## config.mk

```make
export PLATFORM = sky130hd
export DESIGN_NAME = i2c_slave_sm_flat
export DESIGN_NICKNAME = d
export VERILOG_FILES = /design/src/rtl/i2c_pkg.sv /design/src/rtl/i2c_slave_sm_if.sv /design/src/rtl/i2c_slave_filter.sv /design/src/rtl/i2c_slave_sm.sv /design/src/flat_wrapper.sv
export SDC_FILE = /design/constraint.sdc
export NUM_CORES = 1
export LEC_CHECK = 0
export ABC_CLOCK_PERIOD_IN_PS = 3900
export CORE_UTILIZATION = 60
export DETAILED_ROUTE_END_ITERATION = 6
export PLACE_DENSITY = 0.85
export REMOVE_ABC_BUFFERS = 1
export SLEW_MARGIN = 30
export SYNTH_ARGS = -nofsm -noshare
export SYNTH_HDL_FRONTEND = slang
export SYNTH_SLANG_ARGS = --single-unit
```

## constraint.sdc

```tcl
create_clock -name CLK -period 3.9 [get_ports CLK]
set_input_delay 0.585 -clock CLK [delete_from_list [all_inputs] [get_ports CLK]]
set_output_delay 0.585 -clock CLK [all_outputs]
set_load 0.01 [all_outputs]
```

## src/rtl/i2c_pkg.sv

```systemverilog
// Shared constants for the I2C register-file target: state encoding and bus bit values.
package i2c_pkg;
    typedef logic [3:0] state_t;

    localparam state_t ST_IDLE      = 4'd0;
    localparam state_t ST_ADDR      = 4'd1;
    localparam state_t ST_ADDR_ACK  = 4'd2;
    localparam state_t ST_PTR       = 4'd3;
    localparam state_t ST_PTR_ACK   = 4'd4;
    localparam state_t ST_WDATA     = 4'd5;
    localparam state_t ST_WDATA_ACK = 4'd6;
    localparam state_t ST_RDATA     = 4'd7;
    localparam state_t ST_RDATA_ACK = 4'd8;
    localparam state_t ST_IGNORE    = 4'd9;

    localparam logic I2C_RW_READ = 1'b1;
    localparam logic ACK         = 1'b0;
endpackage

```

## src/rtl/i2c_slave_sm_if.sv

```systemverilog
// Pad and register-file signals of the I2C target, grouped for the top-level port.
interface i2c_slave_sm_if;
    logic       SCL_IN;
    logic       SDA_IN;
    logic       SDA_OE;
    logic [7:0] REG_ADDR;
    logic [7:0] REG_WDATA;
    logic       REG_WE;
    logic [7:0] REG_RDATA;
    logic       BUSY;

    modport slave  (input  SCL_IN, SDA_IN, REG_RDATA,
                    output SDA_OE, REG_ADDR, REG_WDATA, REG_WE, BUSY);
    modport master (output SCL_IN, SDA_IN, REG_RDATA,
                    input  SDA_OE, REG_ADDR, REG_WDATA, REG_WE, BUSY);
endinterface

```

## src/rtl/i2c_slave_filter.sv

```systemverilog
// 2-flop pad synchronizer; with I2C_SLAVE_GLITCH_FILTER_EN defined a 3-sample
// majority vote follows it to reject single-cycle pulses.
module i2c_slave_filter (
    input  logic clk,
    input  logic rst_n,
    input  logic pad_i,
    output logic line_o
);
    logic [1:0] sync_q, sync_d;

    always_comb sync_d = {sync_q[0], pad_i};

    always_ff @(posedge clk or negedge rst_n)
        if (!rst_n) sync_q <= 2'b11;
        else        sync_q <= sync_d;

`ifdef I2C_SLAVE_GLITCH_FILTER_EN
    logic [1:0] hist_q, hist_d;
    logic       maj_q, maj_d;

    always_comb begin
        hist_d = {hist_q[0], sync_q[1]};
        maj_d  = (sync_q[1] & hist_q[0]) | (sync_q[1] & hist_q[1]) | (hist_q[0] & hist_q[1]);
    end

    always_ff @(posedge clk or negedge rst_n)
        if (!rst_n) begin
            hist_q <= 2'b11;
            maj_q  <= 1'b1;
        end else begin
            hist_q <= hist_d;
            maj_q  <= maj_d;
        end

    assign line_o = maj_q;
`else
    assign line_o = sync_q[1];
`endif
endmodule

```

## src/rtl/i2c_slave_sm.sv

```systemverilog
// I2C target with 8-bit register pointer and auto-increment burst read/write.
// Optional pad glitch filter: I2C_SLAVE_GLITCH_FILTER_EN.
module i2c_slave_sm
    import i2c_pkg::*;
#(
    parameter logic [6:0] SLAVE_ADDR = 7'h50
) (
    input  logic           CLK,
    input  logic           RST_N,
    i2c_slave_sm_if.slave  bus
);
    logic   scl, sda;
    logic   scl_h_q, scl_h_d, sda_h_q, sda_h_d;
    state_t state_q, state_d;
    logic [2:0] bit_cnt_q, bit_cnt_d;
    logic [7:0] sh_q, sh_d, reg_addr_q, reg_addr_d, reg_wdata_q, reg_wdata_d;
    logic   sda_oe_q, sda_oe_d, busy_q, busy_d, reg_we_q, reg_we_d;
    logic   rw_q, rw_d, ack_ph_q, ack_ph_d;

    i2c_slave_filter u_scl_filt (.clk(CLK), .rst_n(RST_N), .pad_i(bus.SCL_IN), .line_o(scl));
    i2c_slave_filter u_sda_filt (.clk(CLK), .rst_n(RST_N), .pad_i(bus.SDA_IN), .line_o(sda));

    logic scl_rise, scl_fall, start_det, stop_det, shifting, byte_end, addr_hit;
    logic [7:0] shift_byte;

    assign scl_rise   = scl & ~scl_h_q;
    assign scl_fall   = ~scl & scl_h_q;
    assign start_det  = scl & scl_h_q & sda_h_q & ~sda;
    assign stop_det   = scl & scl_h_q & ~sda_h_q & sda;
    assign shifting   = (state_q == ST_ADDR) || (state_q == ST_PTR) || (state_q == ST_WDATA);
    assign byte_end   = scl_rise && (bit_cnt_q == 3'd7) && (shifting || state_q == ST_RDATA);
    assign shift_byte = {sh_q[6:0], sda};
    assign addr_hit   = (shift_byte[7:1] == SLAVE_ADDR);

    always_ff @(posedge CLK or negedge RST_N)
        if (!RST_N) state_q <= ST_IDLE;
        else        state_q <= state_d;

    // ack_ph_q splits each ACK slot: 0 = before the fall that opens it, 1 = inside it
    always_comb begin
        state_d = state_q;
        if (stop_det)       state_d = ST_IDLE;
        else if (start_det) state_d = ST_ADDR;
        else begin
            case (state_q)
                ST_ADDR:      if (byte_end) state_d = addr_hit ? ST_ADDR_ACK : ST_IGNORE;
                ST_PTR:       if (byte_end) state_d = ST_PTR_ACK;
                ST_WDATA:     if (byte_end) state_d = ST_WDATA_ACK;
                ST_RDATA:     if (byte_end) state_d = ST_RDATA_ACK;
                ST_ADDR_ACK:  if (scl_fall && ack_ph_q) state_d = (rw_q == I2C_RW_READ) ? ST_RDATA : ST_PTR;
                ST_PTR_ACK,
                ST_WDATA_ACK: if (scl_fall && ack_ph_q) state_d = ST_WDATA;
                ST_RDATA_ACK: begin
                    if (scl_rise && ack_ph_q && sda != ACK) state_d = ST_IGNORE;
                    else if (scl_fall && ack_ph_q)         state_d = ST_RDATA;
                end
                default: ;
            endcase
        end
    end

    always_comb begin
        scl_h_d     = scl;
        sda_h_d     = sda;
        bit_cnt_d   = bit_cnt_q;
        sh_d        = sh_q;
        reg_addr_d  = reg_addr_q;
        reg_wdata_d = reg_wdata_q;
        reg_we_d    = 1'b0;
        sda_oe_d    = sda_oe_q;
        busy_d      = busy_q;
        rw_d        = rw_q;
        ack_ph_d    = ack_ph_q;
        // write pointer advances the cycle after the strobe
        if (reg_we_q) reg_addr_d = reg_addr_q + 8'd1;
        if (stop_det) begin
            sda_oe_d = 1'b0;
            busy_d   = 1'b0;
        end else if (start_det) begin
            sda_oe_d  = 1'b0;
            busy_d    = 1'b0;
            bit_cnt_d = 3'd0;
        end else begin
            if (scl_rise && shifting) begin
                sh_d      = shift_byte;
                bit_cnt_d = bit_cnt_q + 3'd1;
            end
            if (scl_rise && state_q == ST_RDATA) bit_cnt_d = bit_cnt_q + 3'd1;
            if (byte_end) ack_ph_d = 1'b0;
            case (state_q)
                ST_ADDR: if (byte_end && addr_hit) begin
                    busy_d = 1'b1;
                    rw_d   = sda;
                end
                ST_PTR:   if (byte_end) reg_addr_d = shift_byte;
                ST_WDATA: if (byte_end) begin
                    reg_wdata_d = shift_byte;
                    reg_we_d    = 1'b1;
                end
                ST_ADDR_ACK, ST_PTR_ACK, ST_WDATA_ACK: if (scl_fall) begin
                    if (!ack_ph_q) begin
                        sda_oe_d = 1'b1;
                        ack_ph_d = 1'b1;
                    end else begin
                        sda_oe_d  = 1'b0;
                        bit_cnt_d = 3'd0;
                        if (state_q == ST_ADDR_ACK && rw_q == I2C_RW_READ) begin
                            sh_d     = bus.REG_RDATA;
                            sda_oe_d = ~bus.REG_RDATA[7];
                        end
                    end
                end
                ST_RDATA: if (scl_fall) begin
                    sh_d     = {sh_q[6:0], 1'b0};
                    sda_oe_d = ~sh_q[6];
                end
                ST_RDATA_ACK: begin
                    if (scl_fall && !ack_ph_q) begin
                        sda_oe_d = 1'b0;
                        ack_ph_d = 1'b1;
                    end else if (scl_rise && ack_ph_q) begin
                        if (sda == ACK) reg_addr_d = reg_addr_q + 8'd1;
                        else            busy_d     = 1'b0;
                    end else if (scl_fall) begin
                        sh_d      = bus.REG_RDATA;
                        sda_oe_d  = ~bus.REG_RDATA[7];
                        bit_cnt_d = 3'd0;
                    end
                end
                default: ;
            endcase
        end
    end

    always_ff @(posedge CLK or negedge RST_N)
        if (!RST_N) begin
            scl_h_q     <= 1'b1;
            sda_h_q     <= 1'b1;
            bit_cnt_q   <= 3'd0;
            sh_q        <= 8'd0;
            reg_addr_q  <= 8'd0;
            reg_wdata_q <= 8'd0;
            reg_we_q    <= 1'b0;
            sda_oe_q    <= 1'b0;
            busy_q      <= 1'b0;
            rw_q        <= 1'b0;
            ack_ph_q    <= 1'b0;
        end else begin
            scl_h_q     <= scl_h_d;
            sda_h_q     <= sda_h_d;
            bit_cnt_q   <= bit_cnt_d;
            sh_q        <= sh_d;
            reg_addr_q  <= reg_addr_d;
            reg_wdata_q <= reg_wdata_d;
            reg_we_q    <= reg_we_d;
            sda_oe_q    <= sda_oe_d;
            busy_q      <= busy_d;
            rw_q        <= rw_d;
            ack_ph_q    <= ack_ph_d;
        end

    assign bus.SDA_OE    = sda_oe_q;
    assign bus.REG_ADDR  = reg_addr_q;
    assign bus.REG_WDATA = reg_wdata_q;
    assign bus.REG_WE    = reg_we_q;
    assign bus.BUSY      = busy_q;
endmodule

```

## src/flat_wrapper.sv

```systemverilog
// flat-port wrapper written by rule: the top's interface ports become plain ports
module i2c_slave_sm_flat import i2c_pkg::*;
#(
    parameter logic [6:0] SLAVE_ADDR = 7'h50
)
  (CLK, RST_N, bus_SCL_IN, bus_SDA_IN, bus_REG_RDATA, bus_SDA_OE, bus_REG_ADDR, bus_REG_WDATA, bus_REG_WE, bus_BUSY);
  i2c_slave_sm_if bus_i ();
  input  logic CLK;
  input  logic RST_N;
  input wire logic [$bits(bus_i.SCL_IN)-1:0] bus_SCL_IN;
  input wire logic [$bits(bus_i.SDA_IN)-1:0] bus_SDA_IN;
  input wire logic [$bits(bus_i.REG_RDATA)-1:0] bus_REG_RDATA;
  output wire logic [$bits(bus_i.SDA_OE)-1:0] bus_SDA_OE;
  output wire logic [$bits(bus_i.REG_ADDR)-1:0] bus_REG_ADDR;
  output wire logic [$bits(bus_i.REG_WDATA)-1:0] bus_REG_WDATA;
  output wire logic [$bits(bus_i.REG_WE)-1:0] bus_REG_WE;
  output wire logic [$bits(bus_i.BUSY)-1:0] bus_BUSY;
  assign bus_i.SCL_IN = bus_SCL_IN;
  assign bus_i.SDA_IN = bus_SDA_IN;
  assign bus_i.REG_RDATA = bus_REG_RDATA;
  assign bus_SDA_OE = bus_i.SDA_OE;
  assign bus_REG_ADDR = bus_i.REG_ADDR;
  assign bus_REG_WDATA = bus_i.REG_WDATA;
  assign bus_REG_WE = bus_i.REG_WE;
  assign bus_BUSY = bus_i.BUSY;
  i2c_slave_sm #(.SLAVE_ADDR(SLAVE_ADDR)) u_core (.CLK(CLK), .RST_N(RST_N), .bus(bus_i));
endmodule
```

==> metrics.md, run 1 <==
| Metric | Value |
|---|---|
| Status | complete, no violations |
| Library cells used by synthesis | 71 |
| Clock Latency Late Sink | 300 ps |
| Hold buffers post-CTS | 0 |
| Hold slack | 251.0 ps |
| Post-cts resize count | 0 |
| P per Cell Area | 361.1 nW/um^2 |
| Share of cells above drive strength 1 | 0.1069 |
| Fin crit period | 2595 ps |
| Arr. time, crit path | 2770 ps |
| Internal | 780.7 uW |
| Psw | 329.2 uW |
| Diodes inserted | 0 |
| Global-route usage over all layers | 0.2904 |
| Synth warn | 0 |
| Maxcap violations | 0 |
| CP endpoint kind | flop |
| Leakage power | 0.001271 uW |
| Achievable frequency | 385.3 MHz |
| Register bit total from synthesis | 41 |
| Post-Synthesis Cells | 273 |
| Clk pwr share | 0.324 |
| DIE AREA | 4766 um^2 |
| Combinational fraction of design power | 0.166 |
| Pin count of the biggest net entering global routing | 42 |
| Fin nets | 304 |
| Drt total wl | 6565 um |
| Via Count | 2,357 |
| Final hold vios | 0 |
| Clk sinks | 41 |
| DPL Wire Length | 4482 um |
| Gr ovfl total | 0 |
| Relative slew margins | 0.4206 |
| H-tree levels | 2 |
| Final setup violating endpoints | 0 |
| First-pass GRT wire length | 11,050 um |
| Most frequent cells in the layout | dfrtp_1, clkdlybuf4s50_1, nand2_1, nor2_1, o21ai_0 |
| Worst path cell trace | and4bb_2 -> nand2_1 -> or3_1 -> mux2_1 |
| DRT iter0 DRCs | 410 |
| Syn_area_per_cell | 9.877 um^2 |
| Largest stage delay, worst path | 780 ps |
| Clock transition at path regs | 90 ps |
| Area growth syn-to-layout | 14.01% |
| Clk_skew | 12.90 ps |
| Sequential power share | 0.510 |
| Clk buf depth | 2 |
| TritonCTS clock tree | done |
| I/O Buffers | 30 |
| HP Class | primary input to async pin |
| Startpoint Class | flop |
| Wire per inst | 19.20 um |
| Post-CTS setup buffer count | 0 |
| Critical Path RT | 4080 ps |
| GPL Wtd Cong | 0.9156 |
| Place WS | 1350 ps |
| DIE WIDTH | 69.04 um |
| Site Rows | 24 |
| Final ANT Viol Nets | 0 |
| Tot Pwr | 1110 uW |
| Asr flop ratio synth | 1.000 |
| CP max stage cell | dfrtp_1 |
| Critical path class | flop to flop |
| DRT Pass-1 Iters | 6 |
| Unrepaired setup endpoints after global routing | no |
| Max VDD drop | 292.9 uV |
| Register area share after synthesis | 0.3833 |
| Top delay family on crit path | simple AND/OR/NAND/NOR gates |
| Final instance area | 3074 um^2 |
| Sw Ratio | 0.2966 |
| Starting Density | 0.6236 |
| Setup TNS | 0 ps |
| Number of antenna violations at the first check in global routing | 0 |
| Cell area after placement | 2955 um^2 |
| Slew Viols, Final | 0 |
| Worst path bufs/invs | 0 |
| Final-layout fill cell count | 339 |
| Commonest non-fill, non-tap cell in the layout | dfrtp_1 |
| Least-Margin Pin Slew | 869.1 ps |
| Via-per-instance ratio | 6.892 |
| I/O pin cnt | 31 |
| Setup ws final | 1305 ps |
| Root Driver | clkbuf_8 |
| TritonCTS Buffers | 5 |
| Vias in the first global route | 2,226 |
| Final worst-path cycle share | 0.6654 |
| Critical path peak fanout | 21 |
| Netlist Area Pre-Place | 2696 um^2 |
| Vert. Die Dim | 69.04 um |
| CORE AREA | 4324 um^2 |
| DRC Markers | 0 |
| Number of synthesized flops with an enable pin | 0 |
| Top FF cell, synth | dfrtp_1 |
-- power by group through the flow --
stage,registers [uW],clock network (uW),logic [uW]
2_1_floorplan,536,0,132
3_3_place_gp,565,0,175
3_5_place_dp,569,0,182
4_1_cts,561,366,184
5_1_grt,571,381,203
6_report,566,360,184
-- cell type report --
| class | instances | area (um^2) | share of cell area |
|---|---|---|---|
| Timing Repair Buffer | 30 | 297.8 | 0.09687 |
| Inverter | 7 | 26.28 | 0.008547 |
| Multi-Input combinational cell | 204 | 1535 | 0.4994 |
| Clock inverter | 1 | 30.03 | 0.009768 |
| Clock buffer | 7 | 86.33 | 0.02808 |
| Sequential cell | 41 | 1033 | 0.3362 |
| Tap cell | 52 | 65.06 | 0.02116 |
-- per-layer routing --
layer / vias to the layer above / GRT usage / routed length [um]
met4: 0 / 0.1224 / 163
met3: 25 / 0.05117 / 476
li1: 1076 / - / -
met2: 116 / 0.4326 / 2981
met1: 1140 / 0.4171 / 2944
met5: - / 0 / 0
-- sequential cells by signal, indices dropped and copies added, names as in the netlist, 2 cells and up --
register                  cells
u_core.bit_cnt_q              3
u_core.sh_q                   7
u_core.state_q                4
u_core.bus.REG_ADDR           8
u_core.u_sda_filt.sync_q      2
u_core.u_scl_filt.sync_q      2
u_core.bus.REG_WDATA          8
-- synth_stat cells (4+ instances only) --
| cell | n | share of area |
|---|---|---|
| nor2_1 | 16 | 0.022 |
| nand2_1 | 16 | 0.022 |
| a22o_1 | 7 | 0.023 |
| mux2_1 | 8 | 0.033 |
| xor2_1 | 7 | 0.023 |
| dfrtp_1 | 35 | 0.32 |
| inv_1 | 7 | 0.0097 |
| clkbuf_1 | 7 | 0.0097 |
| nor2b_1 | 4 | 0.0093 |
| nand2b_1 | 5 | 0.012 |
| a21oi_1 | 9 | 0.017 |
| o22ai_1 | 4 | 0.0093 |
| a21o_1 | 5 | 0.014 |
| o21ai_0 | 13 | 0.024 |
| and2_1 | 5 | 0.012 |
| dfstp_2 | 6 | 0.058 |
| buf_2 | 12 | 0.022 |
| nor3_1 | 6 | 0.011 |
| xnor2_1 | 8 | 0.026 |
| o2111a_1 | 4 | 0.017 |
| mux2i_1 | 5 | 0.019 |
| nand4_1 | 4 | 0.0093 |
| o221ai_1 | 7 | 0.023 |
-- kinds of logic after synthesis --
family                   Yosys count  share of synthesized area
AND/OR/NAND/NOR                   84                     0.1949
adder cells (fa/ha/maj)            4                    0.01764
flip-flops                        41                     0.3833
multiplexers                      15                    0.06033
buffers and inverters             28                    0.04733
AO/OA/AOI/OAI                     86                     0.2478
XOR/XNOR                          15                    0.04873
-- path summary, 6_finish.rpt --
path                                             start                     endpoint  slack, ps  cells past startpoint
hold reg to reg            u_core.u_sda_filt.sync_q[0]  u_core.u_sda_filt.sync_q[1]        360                      0
min in group CLK           u_core.u_sda_filt.sync_q[0]  u_core.u_sda_filt.sync_q[1]        360                      0
setup / recovery                     u_core.state_q[0]      u_core.bus.REG_WDATA[1]       1300                      4
hold / removal                                   RST_N            u_core.bus.SDA_OE        250                      1
max in group asynchronous                        RST_N               u_core.sda_h_q       3260                      1
setup reg to reg                     u_core.state_q[0]      u_core.bus.REG_WDATA[1]       1300                      4
-- per-stage QoR --
step,utilization,instances
2_1_floorplan,-,252
3_5_place_dp,0.6834,334
4_1_cts,0.7104,342
6_report,0.7109,342
3_3_place_gp,0.6834,334
5_1_grt,0.7109,342
Power figures use the tool's default switching activity.
==> inputs of run 2 (changes only) <==
--- a/config.mk
+++ b/config.mk
@@ -5,10 +5,10 @@
 export SDC_FILE = /design/constraint.sdc
 export NUM_CORES = 1
 export LEC_CHECK = 0
-export ABC_CLOCK_PERIOD_IN_PS = 3900
-export CORE_UTILIZATION = 60
+export ABC_CLOCK_PERIOD_IN_PS = 2100
+export CORE_UTILIZATION = 51
 export DETAILED_ROUTE_END_ITERATION = 6
-export PLACE_DENSITY = 0.85
+export PLACE_DENSITY = 0.77
 export REMOVE_ABC_BUFFERS = 1
 export SLEW_MARGIN = 30
 export SYNTH_ARGS = -nofsm -noshare
==> constraint.sdc (replaced) <==
create_clock -name CLK -period 2.1 [get_ports CLK]
set_input_delay 0.315 -clock CLK [delete_from_list [all_inputs] [get_ports CLK]]
set_output_delay 0.315 -clock CLK [all_outputs]
set_load 0.01 [all_outputs]
==> metrics.md, run 2 (synthesis results as in run 1) <==
| Metric | Value |
|---|---|
| Hold buffers post-CTS | 0 (unchanged) |
| Worst r2r path cells | 6 (+2) |
| GPL Wtd Cong | 0.9224 (+0.74%) |
| CORE AREA | 5107 um^2 (+18%) |
| Clock Latency Late Sink | 300 ps (about the same) |
| CP endpoint kind | flop |
| First-pass GRT wire length | 11,630 um (+5.2%) |
| Drt total wl | 7340 um (+12%) |
| Achievable frequency | 500.2 MHz (+30%) |
| Final worst-path cycle share | 0.9520 (+0.2866) |
| Setup TNS | 0 ps (unchanged) |
| Pin count of the biggest net entering global routing | 42 (unchanged) |
| Area growth syn-to-layout | 24.92% |
| Critical Path RT | 2300 ps (-1780 ps) |
| Gr ovfl total | 0 (unchanged) |
| DIE WIDTH | 74.71 um (+8.2%) |
| Least-Margin Pin Slew | 526.1 ps (-343.0 ps) |
| Slew Viols, Final | 0 (unchanged) |
| Most frequent cells in the layout | buf_4, dfrtp_1, clkdlybuf4s50_1, nand2_1, nor2_1 |
| Root Driver | clkbuf_8 |
| DRC Markers | 0 (unchanged) |
| Fin nets | 339 (+12%) |
| I/O pin cnt | 31 (unchanged) |
| Critical path class | flop to flop |
| Clk_skew | 11.92 ps (-0.9807 ps) |
| Global-route usage over all layers | 0.2796 (-0.01086) |
| DRT Pass-1 Iters | 5 (-1) |
| HP Class | primary input to async pin |
| Via Count | 2,478 (+5.1%) |
| Largest stage delay, worst path | 420 ps (-360 ps) |
| Fin crit period | 1999 ps (-595.9 ps) |
| Final ANT Viol Nets | 0 (unchanged) |
| Reg2reg setup slack | 100 ps (-1200 ps) |
| Unrepaired setup endpoints after global routing | no |
| Startpoint Class | flop |
| H-tree levels | 2 (unchanged) |
| Status | complete, no violations |
| Worst path cell trace | buf_4 -> and3b_1 -> o2111a_1 -> a221oi_1 -> nand2b_1 -> o221a_2 |
| Commonest non-fill, non-tap cell in the layout | buf_4 |
| Clk buf depth | 2 (unchanged) |
| Max VDD drop | 530.9 uV (+81%) |
| Leakage power | 0.001445 uW (+14%) |
| Endpoint of the worst register-to-register path | u_core.sh_q[3] |
| TritonCTS clock tree | done |
| P per Cell Area | 648.9 nW/um^2 (+80%) |
| Relative slew margins | 0.6493 (+0.2287) |
| I/O Buffers | 30 (unchanged) |
| Vias in the first global route | 2,282 (+2.5%) |
| Maxcap violations | 0 (unchanged) |
| Crit path from | u_core.state_q[3] |
| Post-Place Cells | 387 (+16%) |
| CP max stage cell | dfrtp_1 |
| Layout Utilization | 0.6595 (-0.05146) |
| TritonCTS Buffers | 5 (unchanged) |
| Post-Layout Cell Count | 395 (+15%) |
| Share of cells above drive strength 1 | 0.2123 (+0.1054) |
| FF-to-FF Start | u_core.state_q[3] |
| Clock transition at path regs | 90 ps (about the same) |
| CP endpoint | u_core.sh_q[3] |
| DRT iter0 DRCs | 207 (-50%) |
| Starting Density | 0.5279 (-0.09563) |
| Final setup violating endpoints | 0 (unchanged) |
| Critical path peak fanout | 14 (-33%) |
| DPL Wire Length | 5387 um (+20%) |
| Wire per inst | 18.58 um (-3.2%) |
| Arr. time, crit path | 2200 ps (-570 ps) |
| Vert. Die Dim | 74.71 um (+8.2%) |
| Diodes inserted | 0 (unchanged) |
| DIE AREA | 5582 um^2 (+17%) |
| Site Rows | 26 (+8.3%) |
| Via-per-instance ratio | 6.273 (-9.0%) |
| Number of antenna violations at the first check in global routing | 0 (unchanged) |
| Final hold vios | 0 (unchanged) |
| Clk sinks | 41 (unchanged) |
## run 2: final cells by class
type	instances	area, um^2
fillers	418	1739
multi-input cells	204	1546
flip-flops and latches	41	1035
repair buffers	65	558.0
well taps	70	87.58
clock buffers	5	68.82
clock inverters	3	46.29
inverters	7	26.28
## run 2: where the power goes
part | switching, uW | internal [uW] | total, uW
combinational | 288 | 280 | 568
sequential | 82.2 | 879 | 961
clock | 300 | 356 | 656
total | 670 | 1520 | 2190
## run 2: worst min path at each step
stage	start	endpoint	slack, ps	cells past startpoint
4_1_cts	RST_N	u_core.bus.REG_WDATA[5]	90	2
3_5_place_dp	u_core.u_sda_filt.sync_q[0]	u_core.u_sda_filt.sync_q[1]	350	0
5_1_grt	RST_N	u_core.bus.REG_ADDR[2]	120	2
2_1_floorplan	RST_N	u_core.ack_ph_q	20	0
3_3_place_gp	u_core.u_sda_filt.sync_q[0]	u_core.u_sda_filt.sync_q[1]	350	0
6_report	RST_N	u_core.bus.REG_ADDR[2]	60	2
## run 2: repair_timing
item,in CTS,in global routing
setup buffers,0,0
resized for setup,0,4
endpoints found under the setup margin,0,4
## run 2: critical path, delay by kind of cell, from the launching register on
family                 cells  cell delay [ps]
AO/OA/AOI/OAI              3              960
buffers and inverters      1              210
flip-flops                 1              420
AND/OR/NAND/NOR            2              300
## run 2: per-layer routing
layer,vias to the layer above,track usage,wire (um)
met2,126,0.4334,3456
li1,1145,-,-
met4,0,0.09015,96
met3,13,0.04819,504
met5,-,0,0
met1,1194,0.3981,3283
## run 2: through the flow
stage / hold WS [ps] / total power (uW) / area (um^2) / setup WS [ps]
3_5_place_dp: 348.8 / 1512 / 3241 / 103.2
6_report: 59.81 / 2185 / 3368 / 100.8
2_1_floorplan: 19.41 / 1241 / 2595 / -57.00
5_1_grt: 115.2 / 2272 / 3368 / 6.728
4_1_cts: 86.16 / 2161 / 3356 / 75.48
3_3_place_gp: 348.7 / 1500 / 3241 / 154.3
==> inputs of run 3 (changes only) <==
--- a/config.mk
+++ b/config.mk
@@ -10,7 +10,6 @@
 export DETAILED_ROUTE_END_ITERATION = 6
 export PLACE_DENSITY = 0.77
 export REMOVE_ABC_BUFFERS = 1
-export SLEW_MARGIN = 30
 export SYNTH_ARGS = -nofsm -noshare
 export SYNTH_HDL_FRONTEND = slang
 export SYNTH_SLANG_ARGS = --single-unit
==> results of run 3 <==
Same layout as run 2: the final DEF is identical, and so are final timing and power.
==> RTL change, RTL diff (flow settings as in run 3) <==
Take the reset off `sh_q`, `reg_addr_q` and `reg_wdata_q` and load them in a clocked block of their own.
--- a/src/rtl/i2c_slave_sm.sv
+++ b/src/rtl/i2c_slave_sm.sv
@@ -138,7 +138,4 @@
             sda_h_q     <= 1'b1;
             bit_cnt_q   <= 3'd0;
-            sh_q        <= 8'd0;
-            reg_addr_q  <= 8'd0;
-            reg_wdata_q <= 8'd0;
             reg_we_q    <= 1'b0;
             sda_oe_q    <= 1'b0;
@@ -150,7 +147,4 @@
             sda_h_q     <= sda_h_d;
             bit_cnt_q   <= bit_cnt_d;
-            sh_q        <= sh_d;
-            reg_addr_q  <= reg_addr_d;
-            reg_wdata_q <= reg_wdata_d;
             reg_we_q    <= reg_we_d;
             sda_oe_q    <= sda_oe_d;
@@ -159,4 +153,10 @@
             ack_ph_q    <= ack_ph_d;
         end
+
+    always_ff @(posedge CLK) begin
+        sh_q        <= sh_d;
+        reg_addr_q  <= reg_addr_d;
+        reg_wdata_q <= reg_wdata_d;
+    end
 
     assign bus.SDA_OE    = sda_oe_q;
Check against the original RTL: no difference found for any inputs over 10 cycles, from zero or initial values and one cycle with RST_N low; that may be too few to reach the edited logic, so the function may still have changed.
==> RTL change against run 3 <==
Cell count down 24%; synthesized area is 20% lower; clock power fell by 25%; die area fell by 20%; first-iteration DRC count down 18%; final area down 20%; setup slack improved by 0.037 ns; wire length shrank 34%; maximum frequency increased by 1.9%; total power is 3.9% lower; sequential cell count did not move.
==> RTL change: results (changes against run 3) <==
* VDD IR max at 0.5103 mV (-3.9%)
* Yosys cell types at 57 (-20%)
* Vias in the first global route at 1742 (-24%)
* Most frequent cells after synthesis: nand2_1, edfxtp_1, dfrtp_1, o21ai_0, a21oi_1
* GRT Total Usage at 23.69% (-4.3 points)
* CTS clk-pin slew, worst paths at 0.08 ns
* GP Congestion at 0.8811 (-4.5%)
* Sequential share of the synthesized area at 49.62% (+11 points)
* Status: complete, no violations
* DP HPWL at 3.395 mm (-37%)
* Clk_skew at 0.008537 ns (-0.003387 ns)
* Syn. warnings at 0 (unchanged)
* Clock Latency Late Sink at slightly below 0.3 ns
* Layout cells sized above 1 at 15.94% (-5.3 points)
* Fill cells at 330 (-21%)
* R2r setup slk at 0.14 ns (+0.04 ns)
* Ys async rst share at 43.90% (-56 points)
* Dpl ws at 0.1046 ns (+0.001414 ns)
* Vias per cell at 6.076 (-3.1%)
* DRT iter0 DRCs at 169 (-18%)
* Critical path arrival at 1.97 ns (-0.23 ns)
* Largest net degree at the start of global routing at 19 (-55%)
* H-tree Lvls at 2 (unchanged)
* Post-synth EDFFs at 15 (+15)
* Global-route wire length before repair at 7.783 mm (-33%)
* # DRC at 0 (unchanged)
* Tcrit/Tclk final at 93.43% (-1.8 points)
* Top cells by area, synth: edfxtp_1, dfrtp_1, dfxtp_1
* CP Max Fanout at 8 (-6)
* Initial antenna violation count at 0 (unchanged)
* Rel. slew slack at 69.79% (+4.9 points)
* P_leak at 1.073 nW (-26%)
* Total CTS buffers at 5 (unchanged)
* DR pass1 iterations at 4 (-1)
* Worst-case clock buffer depth at 2 (unchanged)
* Final net count at 265 (-22%)
* Root buffer selected by CTS: clkbuf_8
* Drt wl/cell at 16.11 um (-13%)
==> RTL change: changes by cell type in the layout (fill, tap and decap cells not counted), sizes merged, moves of 7 or more <==
cell | before | now
edfxtp | 0 | 15
o221ai | 7 | 0
dfrtp | 35 | 12
mux2 | 10 | 2
dfxtp | 0 | 8
buf | 36 | 17
==> RTL change: kinds of logic after synthesis <==
kind of cell	after synthesis	share of synthesized area, %
multiplexers	12	5.694
adder cells (fa/ha/maj)	3	1.743
AO/OA/AOI/OAI	61	19.87
buffers and inverters	13	2.382
flip-flops	41	49.62
XOR/XNOR	8	3.254
AND/OR/NAND/NOR	66	17.43
==> RTL change: worst paths after layout <==
check	start	end	cells after the start
setup reg to reg	u_core.bit_cnt_q[0]	u_core.bus.REG_WDATA[6]	6
max in group asynchronous	RST_N	u_core.scl_h_q	2
setup / recovery	u_core.bit_cnt_q[0]	u_core.bus.REG_WDATA[6]	6
hold / removal	RST_N	u_core.bus.BUSY	2
min in group CLK	u_core.u_sda_filt.sync_q[0]	u_core.u_sda_filt.sync_q[1]	0
hold reg to reg	u_core.u_sda_filt.sync_q[0]	u_core.u_sda_filt.sync_q[1]	0
==> RTL change: area by class of cell <==
cell class | count | share of cell area (%)
clock buffers | 5 | 2.550
clock inverters | 3 | 0.4636
inverters | 5 | 0.6954
multi-input cells | 150 | 38.48
flip-flops and latches | 41 | 39.64
well taps | 50 | 2.318
repair buffers | 47 | 15.86
==> RTL change: metal layers <==
metal	up-vias	track usage [%]	share of wire [%]
met5	-	0	0
met4	0	11.44	1.6
met3	11	4.623	4.8
met2	49	41.04	50
met1	901	27.71	44
li1	868	-	-
==> RTL change: repair_timing <==
item                       in CTS  in global routing
setup endpoints to repair       0                  5
buffers inserted                0                  1
resized for setup               0                  2
==> RTL change: worst max-delay path: stages (launching register included) <==
cell	delay, ns
dfrtp_1	0.36
ha_1	0.16
ha_1	0.15
nand4bb_1	0.20
or2_2	0.38
nor3b_1	0.21
buf_4	0.21
==> RTL change: through the flow <==
stage | instances | hold slack, ns | TNS, ns | instance area (um^2)
after floorplan | 196 | 0.01941 | -0.5012 | 2121
after global placement | 292 | 0.3455 | 0 | 2604
after detailed placement | 292 | 0.3470 | 0 | 2604
after CTS | 300 | 0.3391 | 0 | 2685
after global routing | 301 | 0.3565 | -0.003251 | 2699
final | 301 | 0.3339 | 0 | 2699
==> RTL change: report_power, final <==
group	internal [mW]	leakage (nW)	total (mW)	switching (mW)
Clock	0.224	0.0430	0.492	0.268
Sequential	1.01	0.429	1.19	0.181
Combinational	0.233	0.601	0.421	0.189
Total	1.46	1.07	2.10	0.638
